**src/rtl/dmem_pkg.sv**
```systemverilog
// Shared types and access-legality helpers for the data-memory responder.
package dmem_pkg;

  typedef enum logic [2:0] {
    SZ_B  = 3'b000,
    SZ_H  = 3'b001,
    SZ_W  = 3'b010,
    SZ_BU = 3'b100,
    SZ_HU = 3'b101
  } mem_size_t;

  typedef enum logic [1:0] {
    IDLE = 2'd0,
    WAIT = 2'd1,
    RESP = 2'd2
  } dmem_state_t;

  function automatic logic is_misaligned(input logic [2:0] size, input logic [1:0] addr_lo);
    logic mis;
    case (size)
      SZ_H, SZ_HU: mis = addr_lo[0];
      SZ_W:        mis = (addr_lo != 2'b00);
      default:     mis = 1'b0;
    endcase
    return mis;
  endfunction

  function automatic logic is_legal_size(input logic [2:0] size);
    logic legal;
    case (size)
      SZ_B, SZ_H, SZ_W, SZ_BU, SZ_HU: legal = 1'b1;
      default:                        legal = 1'b0;
    endcase
    return legal;
  endfunction

endpackage

```
**src/rtl/dmem_lane_align.sv**
```systemverilog
// Byte-lane steering for stores and byte/half extraction with extension for loads,
// relative to the naturally aligned 32-bit word containing the access.
module dmem_lane_align
  import dmem_pkg::*;
(
  input  logic [2:0]  size,
  input  logic [1:0]  addr_lo,
  input  logic [31:0] wdata,
  input  logic [31:0] rword,
  output logic [3:0]  byte_en,
  output logic [31:0] wlane,
  output logic [31:0] rdata
);

  logic [31:0] shifted_s;

  // Lane enables, store shift and load extension
  always_comb begin
    byte_en   = 4'b0000;
    wlane     = wdata << {addr_lo, 3'b000};
    shifted_s = rword >> {addr_lo, 3'b000};
    rdata     = 32'h0000_0000;
    case (size)
      SZ_B: begin
        byte_en = 4'b0001 << addr_lo;
        rdata   = {{24{shifted_s[7]}}, shifted_s[7:0]};
      end
      SZ_BU: begin
        byte_en = 4'b0001 << addr_lo;
        rdata   = {24'h00_0000, shifted_s[7:0]};
      end
      SZ_H: begin
        byte_en = 4'b0011 << addr_lo;
        rdata   = {{16{shifted_s[15]}}, shifted_s[15:0]};
      end
      SZ_HU: begin
        byte_en = 4'b0011 << addr_lo;
        rdata   = {16'h0000, shifted_s[15:0]};
      end
      SZ_W: begin
        byte_en = 4'b1111;
        rdata   = shifted_s;
      end
      default: begin
        byte_en = 4'b0000;
        rdata   = 32'h0000_0000;
      end
    endcase
  end

endmodule

```
**src/rtl/dmem_responder.sv**
```systemverilog
// Target end of the core's data-memory interface: one request at a time,
// LATENCY wait states, byte-addressed RAM, response held until accepted.
module dmem_responder
  import dmem_pkg::*;
#(
  parameter int ADDRESS_WIDTH = 8,
  parameter int DATA_WIDTH    = 32,
  parameter int LATENCY       = 2
) (
  input  logic                     clk,
  input  logic                     rst,
  input  logic                     req_valid,
  output logic                     req_ready,
  input  logic                     req_write,
  input  logic [2:0]               req_size,
  input  logic [ADDRESS_WIDTH-1:0] req_addr,
  input  logic [DATA_WIDTH-1:0]    req_wdata,
  output logic                     rsp_valid,
  input  logic                     rsp_ready,
  output logic [DATA_WIDTH-1:0]    rsp_rdata,
  output logic                     rsp_err,
  output logic                     busy
);

  localparam bit         ZERO_LAT = (LATENCY == 0);
  localparam logic [3:0] CNT_INIT = (LATENCY > 0) ? 4'(LATENCY - 1) : 4'd0;

  dmem_state_t              state_r;
  logic [3:0]               cnt_r;
  logic                     write_r;
  logic [2:0]               size_r;
  logic [ADDRESS_WIDTH-1:0] addr_r;
  logic [DATA_WIDTH-1:0]    wdata_r;
  logic                     rsp_valid_r;
  logic [DATA_WIDTH-1:0]    rdata_r;
  logic                     err_r;
  logic [7:0]               mem_r [2**ADDRESS_WIDTH];

  logic                     acc_write_s;
  logic [2:0]               acc_size_s;
  logic [ADDRESS_WIDTH-1:0] acc_addr_s;
  logic [DATA_WIDTH-1:0]    acc_wdata_s;
  logic                     access_s;
  logic                     acc_err_s;
  logic                     do_write_s;
  logic [ADDRESS_WIDTH-3:0] word_s;
  logic [3:0]               byte_en_s;
  logic [31:0]              wlane_s;
  logic [31:0]              rword_s;
  logic [31:0]              load_s;
  logic [DATA_WIDTH-1:0]    rsp_data_s;

  assign req_ready = rst && (state_r == IDLE);
  assign busy      = (state_r != IDLE);
  assign rsp_valid = rsp_valid_r;
  assign rsp_rdata = rdata_r;
  assign rsp_err   = err_r;

  // Zero-latency builds access on the accept edge straight from the request bus
  always_comb begin
    if (ZERO_LAT) begin
      acc_write_s = req_write;
      acc_size_s  = req_size;
      acc_addr_s  = req_addr;
      acc_wdata_s = req_wdata;
      access_s    = req_valid && req_ready;
    end else begin
      acc_write_s = write_r;
      acc_size_s  = size_r;
      acc_addr_s  = addr_r;
      acc_wdata_s = wdata_r;
      access_s    = (state_r == WAIT) && (cnt_r == 4'd0);
    end
  end

  assign acc_err_s  = !is_legal_size(acc_size_s) || is_misaligned(acc_size_s, acc_addr_s[1:0]);
  assign do_write_s = access_s && acc_write_s && !acc_err_s;
  assign word_s     = acc_addr_s[ADDRESS_WIDTH-1:2];
  assign rword_s    = {mem_r[{word_s, 2'd3}], mem_r[{word_s, 2'd2}],
                       mem_r[{word_s, 2'd1}], mem_r[{word_s, 2'd0}]};
  assign rsp_data_s = (acc_err_s || acc_write_s) ? '0 : load_s;

  dmem_lane_align u_align (
    .size    (acc_size_s),
    .addr_lo (acc_addr_s[1:0]),
    .wdata   (acc_wdata_s),
    .rword   (rword_s),
    .byte_en (byte_en_s),
    .wlane   (wlane_s),
    .rdata   (load_s)
  );

  // RAM byte-lane writes; contents are deliberately left unreset
  always_ff @(posedge clk) begin
    if (do_write_s && byte_en_s[0]) mem_r[{word_s, 2'd0}] <= wlane_s[7:0];
    if (do_write_s && byte_en_s[1]) mem_r[{word_s, 2'd1}] <= wlane_s[15:8];
    if (do_write_s && byte_en_s[2]) mem_r[{word_s, 2'd2}] <= wlane_s[23:16];
    if (do_write_s && byte_en_s[3]) mem_r[{word_s, 2'd3}] <= wlane_s[31:24];
  end

  // Request/response sequencing; the response is captured on the access edge
  // and presented one registered cycle later
  always_ff @(posedge clk or negedge rst) begin
    if (!rst) begin
      state_r     <= IDLE;
      cnt_r       <= 4'd0;
      write_r     <= 1'b0;
      size_r      <= 3'b000;
      addr_r      <= '0;
      wdata_r     <= '0;
      rsp_valid_r <= 1'b0;
      rdata_r     <= '0;
      err_r       <= 1'b0;
    end else begin
      case (state_r)
        IDLE: begin
          if (req_valid) begin
            write_r <= req_write;
            size_r  <= req_size;
            addr_r  <= req_addr;
            wdata_r <= req_wdata;
            if (ZERO_LAT) begin
              state_r <= RESP;
              rdata_r <= rsp_data_s;
              err_r   <= acc_err_s;
            end else begin
              cnt_r   <= CNT_INIT;
              state_r <= WAIT;
            end
          end
        end
        WAIT: begin
          if (cnt_r == 4'd0) begin
            state_r <= RESP;
            rdata_r <= rsp_data_s;
            err_r   <= acc_err_s;
          end else begin
            cnt_r <= cnt_r - 4'd1;
          end
        end
        RESP: begin
          if (!rsp_valid_r) begin
            rsp_valid_r <= 1'b1;
          end else if (rsp_ready) begin
            rsp_valid_r <= 1'b0;
            state_r     <= IDLE;
          end
        end
        default: begin
          state_r     <= IDLE;
          rsp_valid_r <= 1'b0;
        end
      endcase
    end
  end

endmodule

```
**config.mk**
```make
export PLATFORM = sky130hd
export DESIGN_NAME = dmem_responder
export DESIGN_NICKNAME = d
export VERILOG_FILES = /design/src/rtl/dmem_pkg.sv /design/src/rtl/dmem_lane_align.sv /design/src/rtl/dmem_responder.sv
export SDC_FILE = /design/constraint.sdc
export NUM_CORES = 2
export LEC_CHECK = 0
export CAP_MARGIN = 30
export CORE_ASPECT_RATIO = 1.4
export CORE_MARGIN = 2
export CORE_UTILIZATION = 45
export DETAILED_ROUTE_END_ITERATION = 10
export SYNTH_ARGS = -nofsm -noshare
export SYNTH_HDL_FRONTEND = slang
export SYNTH_HIERARCHICAL = 1
export SYNTH_SLANG_ARGS = --single-unit
```
**constraint.sdc**
```tcl
create_clock -name clk -period 7.1 [get_ports clk]
set_clock_uncertainty 0.15 [all_clocks]
set_input_delay 1.42 -clock clk [delete_from_list [all_inputs] [get_ports clk]]
set_output_delay 1.42 -clock clk [all_outputs]
set_load 0.005 [all_outputs]
```
==> qor.csv <==
metric;value;unit
commonest cells in the netlist;2048 x edfxtp_1, 427 x nor2_1, 385 x a22oi_1;
# IOs;84;
Critical Path Source Type;register;
Rel. slew slack;0.250;
routed via count;52900;
Final min period;5.51;ns
PD cells;476;mW/mm²
Nets;5236;
leading area contributor after synthesis;edfxtp_1;
DR vias/cell;6.77;
flop2flop setup slack;1.59;ns
status;finished clean;
row count;187;
Synth Net Count;5146;
wire per inst;38.2;µm
worst setup margin;1.59;ns
CP max FO;87;
Filler cells;15100;
Syn. warnings;6;
design area;0.0943;mm²
total setup buffers inserted after CTS;0;
Design Power;0.0448;W
Final period util;0.776;
Core Area;0.185;mm²
multi-input logic area;0.0183;mm²
Peak Freq;182;MHz
antenna violations before repair;22;
Die W;368;µm
Worst Path Arrival;6.10;ns
H-tree levels;4;
Setup Slack @ Placement;1.89;ns
Synth Flop Type;edfxtp_1;
register area share after synthesis;0.762;
CP Class;register to register;
Yosys top cell area share;0.737;
Final Setup Violations;0;
most frequent cell after synthesis;edfxtp_1;
FF/Latch Area;0.0636;mm²
clk slew on worst S/H paths;0.07;ns
Synth Instances;5097;
Crit. End Element;register;
asr flop ratio synth;0.0394;
Initial DRC Count;8459;
Seq cells post-synth;2132;
Post-synth EDFFs;2048;
clock tree from TritonCTS;yes;
synthesized cell area;0.0835;mm²
hold buffers post-CTS;0;
Initial DRT Pass Iterations;9;
Hold Crit Class;register to register;
RSZ-0062 raised after global routing;no;
vias in the first global route;50100;
Initial Util;0.452;
chip height;514;µm
worst-margin pin slew;1.12;ns
clk_lat worst skew;0.87;ns
clk sink count;2132;
DP Area;0.0878;mm²
Die Area;0.189;mm²
library cells used by synthesis;70;
CTS Buffer Depth;3;
global placement routability congestion;0.949;
final hold viol count;0;
Max-Cap Viols;0;
PostCTS Resize Cnt;0;
Setup TNS Final;0;ns
Max IR drop VDD;0.000588;V
pin count of the biggest net entering global routing;120;
total wire length;299000;µm
Post-route DRC;0;
antenna-violating nets left;0;
final-report max-slew violation count;0;
Syn-to-layout area delta;12.9;%
first-pass GRT wire length;409000;µm
post-DP HPWL;186000;µm
GRT Overall Usage;0.311;
syn_area_per_cell;16.4;µm²
gr ovfl total;0;
Root Buffer Master;clkbuf_16;
Port-buffer cells;83;
leakage power;29.4;nW
Synth area leaders;edfxtp_1 74%, a22oi_1 3.5%, a221oi_1 3.4%;
Num CTS Buffers;189;
worst path required time;7.70;ns
layout cell share with drive strength beyond 1;0.140;
==> kinds of logic (layout without fill, tap and decap cells) <==
group	after synthesis	count (layout)	share of synthesized area
AND/OR/NAND/NOR	796	796	0.0423
buffers and inverters	412	658	0.0233
multiplexers	333	333	0.0466
other	0	16	0
XOR/XNOR	2	2	0.000210
adder cells (fa/ha/maj)	1	1	0.000150
AO/OA/AOI/OAI	1421	1421	0.126
flip-flops	2132	2132	0.762
==> placed cells by master, fill, tap and decap left out, types with 34 or more instances in the layout <==
| cell | count |
|---|---|
| edfxtp_1 | 2048 |
| a221oi_1 | 320 |
| clkdlybuf4s50_1 | 82 |
| clkinv_1 | 34 |
| buf_4 | 171 |
| o22ai_1 | 124 |
| nand2_1 | 150 |
| clkbuf_16 | 193 |
| dfrtp_1 | 79 |
| mux2i_1 | 160 |
| a211oi_1 | 44 |
| mux2_2 | 143 |
| o21ai_0 | 145 |
| o211ai_1 | 37 |
| nor3_1 | 46 |
| a21oi_1 | 132 |
| a22o_1 | 77 |
| nor2_1 | 418 |
| a22oi_1 | 385 |
| clkbuf_1 | 44 |
==> per-stage QoR <==
stage	std cells	utilization	hold slack, ns
2_1_floorplan	5097	-	0.312
3_3_place_gp	7387	0.473	0.333
3_5_place_dp	7440	0.475	0.335
4_1_cts	7787	0.509	0.328
5_1_grt	7801	0.510	0.363
6_report	7816	0.510	0.338
==> power by group <==
group          internal [W]  switching (W)
clock               0.00583        0.00467
combinational       0.00432         0.0128
sequential           0.0167       0.000510
==> layout make-up <==
class / count / area share
Clock buffer: 240 / 0.0534
Antenna cell: 16 / 0.000425
Sequential cell: 2132 / 0.675
Clock inverter: 107 / 0.0124
Multi-Input combinational cell: 2553 / 0.195
Tap cell: 2457 / 0.0326
Inverter: 9 / 0.000425
Timing Repair Buffer: 302 / 0.0312
==> flip-flops by register name, summed over array words and instances (netlist names) <==
register,count
acc_addr_s,8
rsp_valid,1
rsp_rdata,32
mem_r,2048
rsp_err,1
acc_wdata_s,32
acc_size_s,3
state_r,2
cnt_r,4
acc_write_s,1
==> layer usage <==
metal | part of all wire | GRT usage | up-vias | routed length [µm]
met1 | 0.34 | 0.382 | 27000 | 101000
met2 | 0.46 | 0.483 | 3996 | 138000
li1 | - | - | 21000 | -
met3 | 0.12 | 0.0793 | 909 | 34900
met5 | 0.00042 | 0 | - | 125
met4 | 0.083 | 0.215 | 14 | 24700
==> worst max-delay path, stage by stage, from the launching register on <==
cell	delay, ns
dfrtp_4	0.93
buf_12	0.51
nand2b_1	0.60
o22ai_1	0.20
a221oi_1	0.45
a21oi_1	0.26
a2111oi_2	0.41
o211ai_1	0.39
mux4_2	0.61
nand3_2	0.38
o21ai_0	0.19
a22o_1	0.23
==> final timing paths <==
path,startpoint,endpoint,depth (start not counted)
setup reg to reg,acc_addr_s[4]$_DFFE_PN0P_,rsp_rdata[10]$_DFFE_PN0N_,11
max in group asynchronous,rst,acc_addr_s[0]$_DFFE_PN0P_,2
min in group asynchronous,rst,state_r[1]$_DFFE_PN0P_,1
setup / recovery,acc_addr_s[4]$_DFFE_PN0P_,rsp_rdata[10]$_DFFE_PN0N_,11
hold reg to reg,cnt_r[0]$_DFFE_PN0P_,cnt_r[0]$_DFFE_PN0P_,1
hold / removal,cnt_r[0]$_DFFE_PN0P_,cnt_r[0]$_DFFE_PN0P_,1
Note: power is estimated with default switching activity, not from simulation.
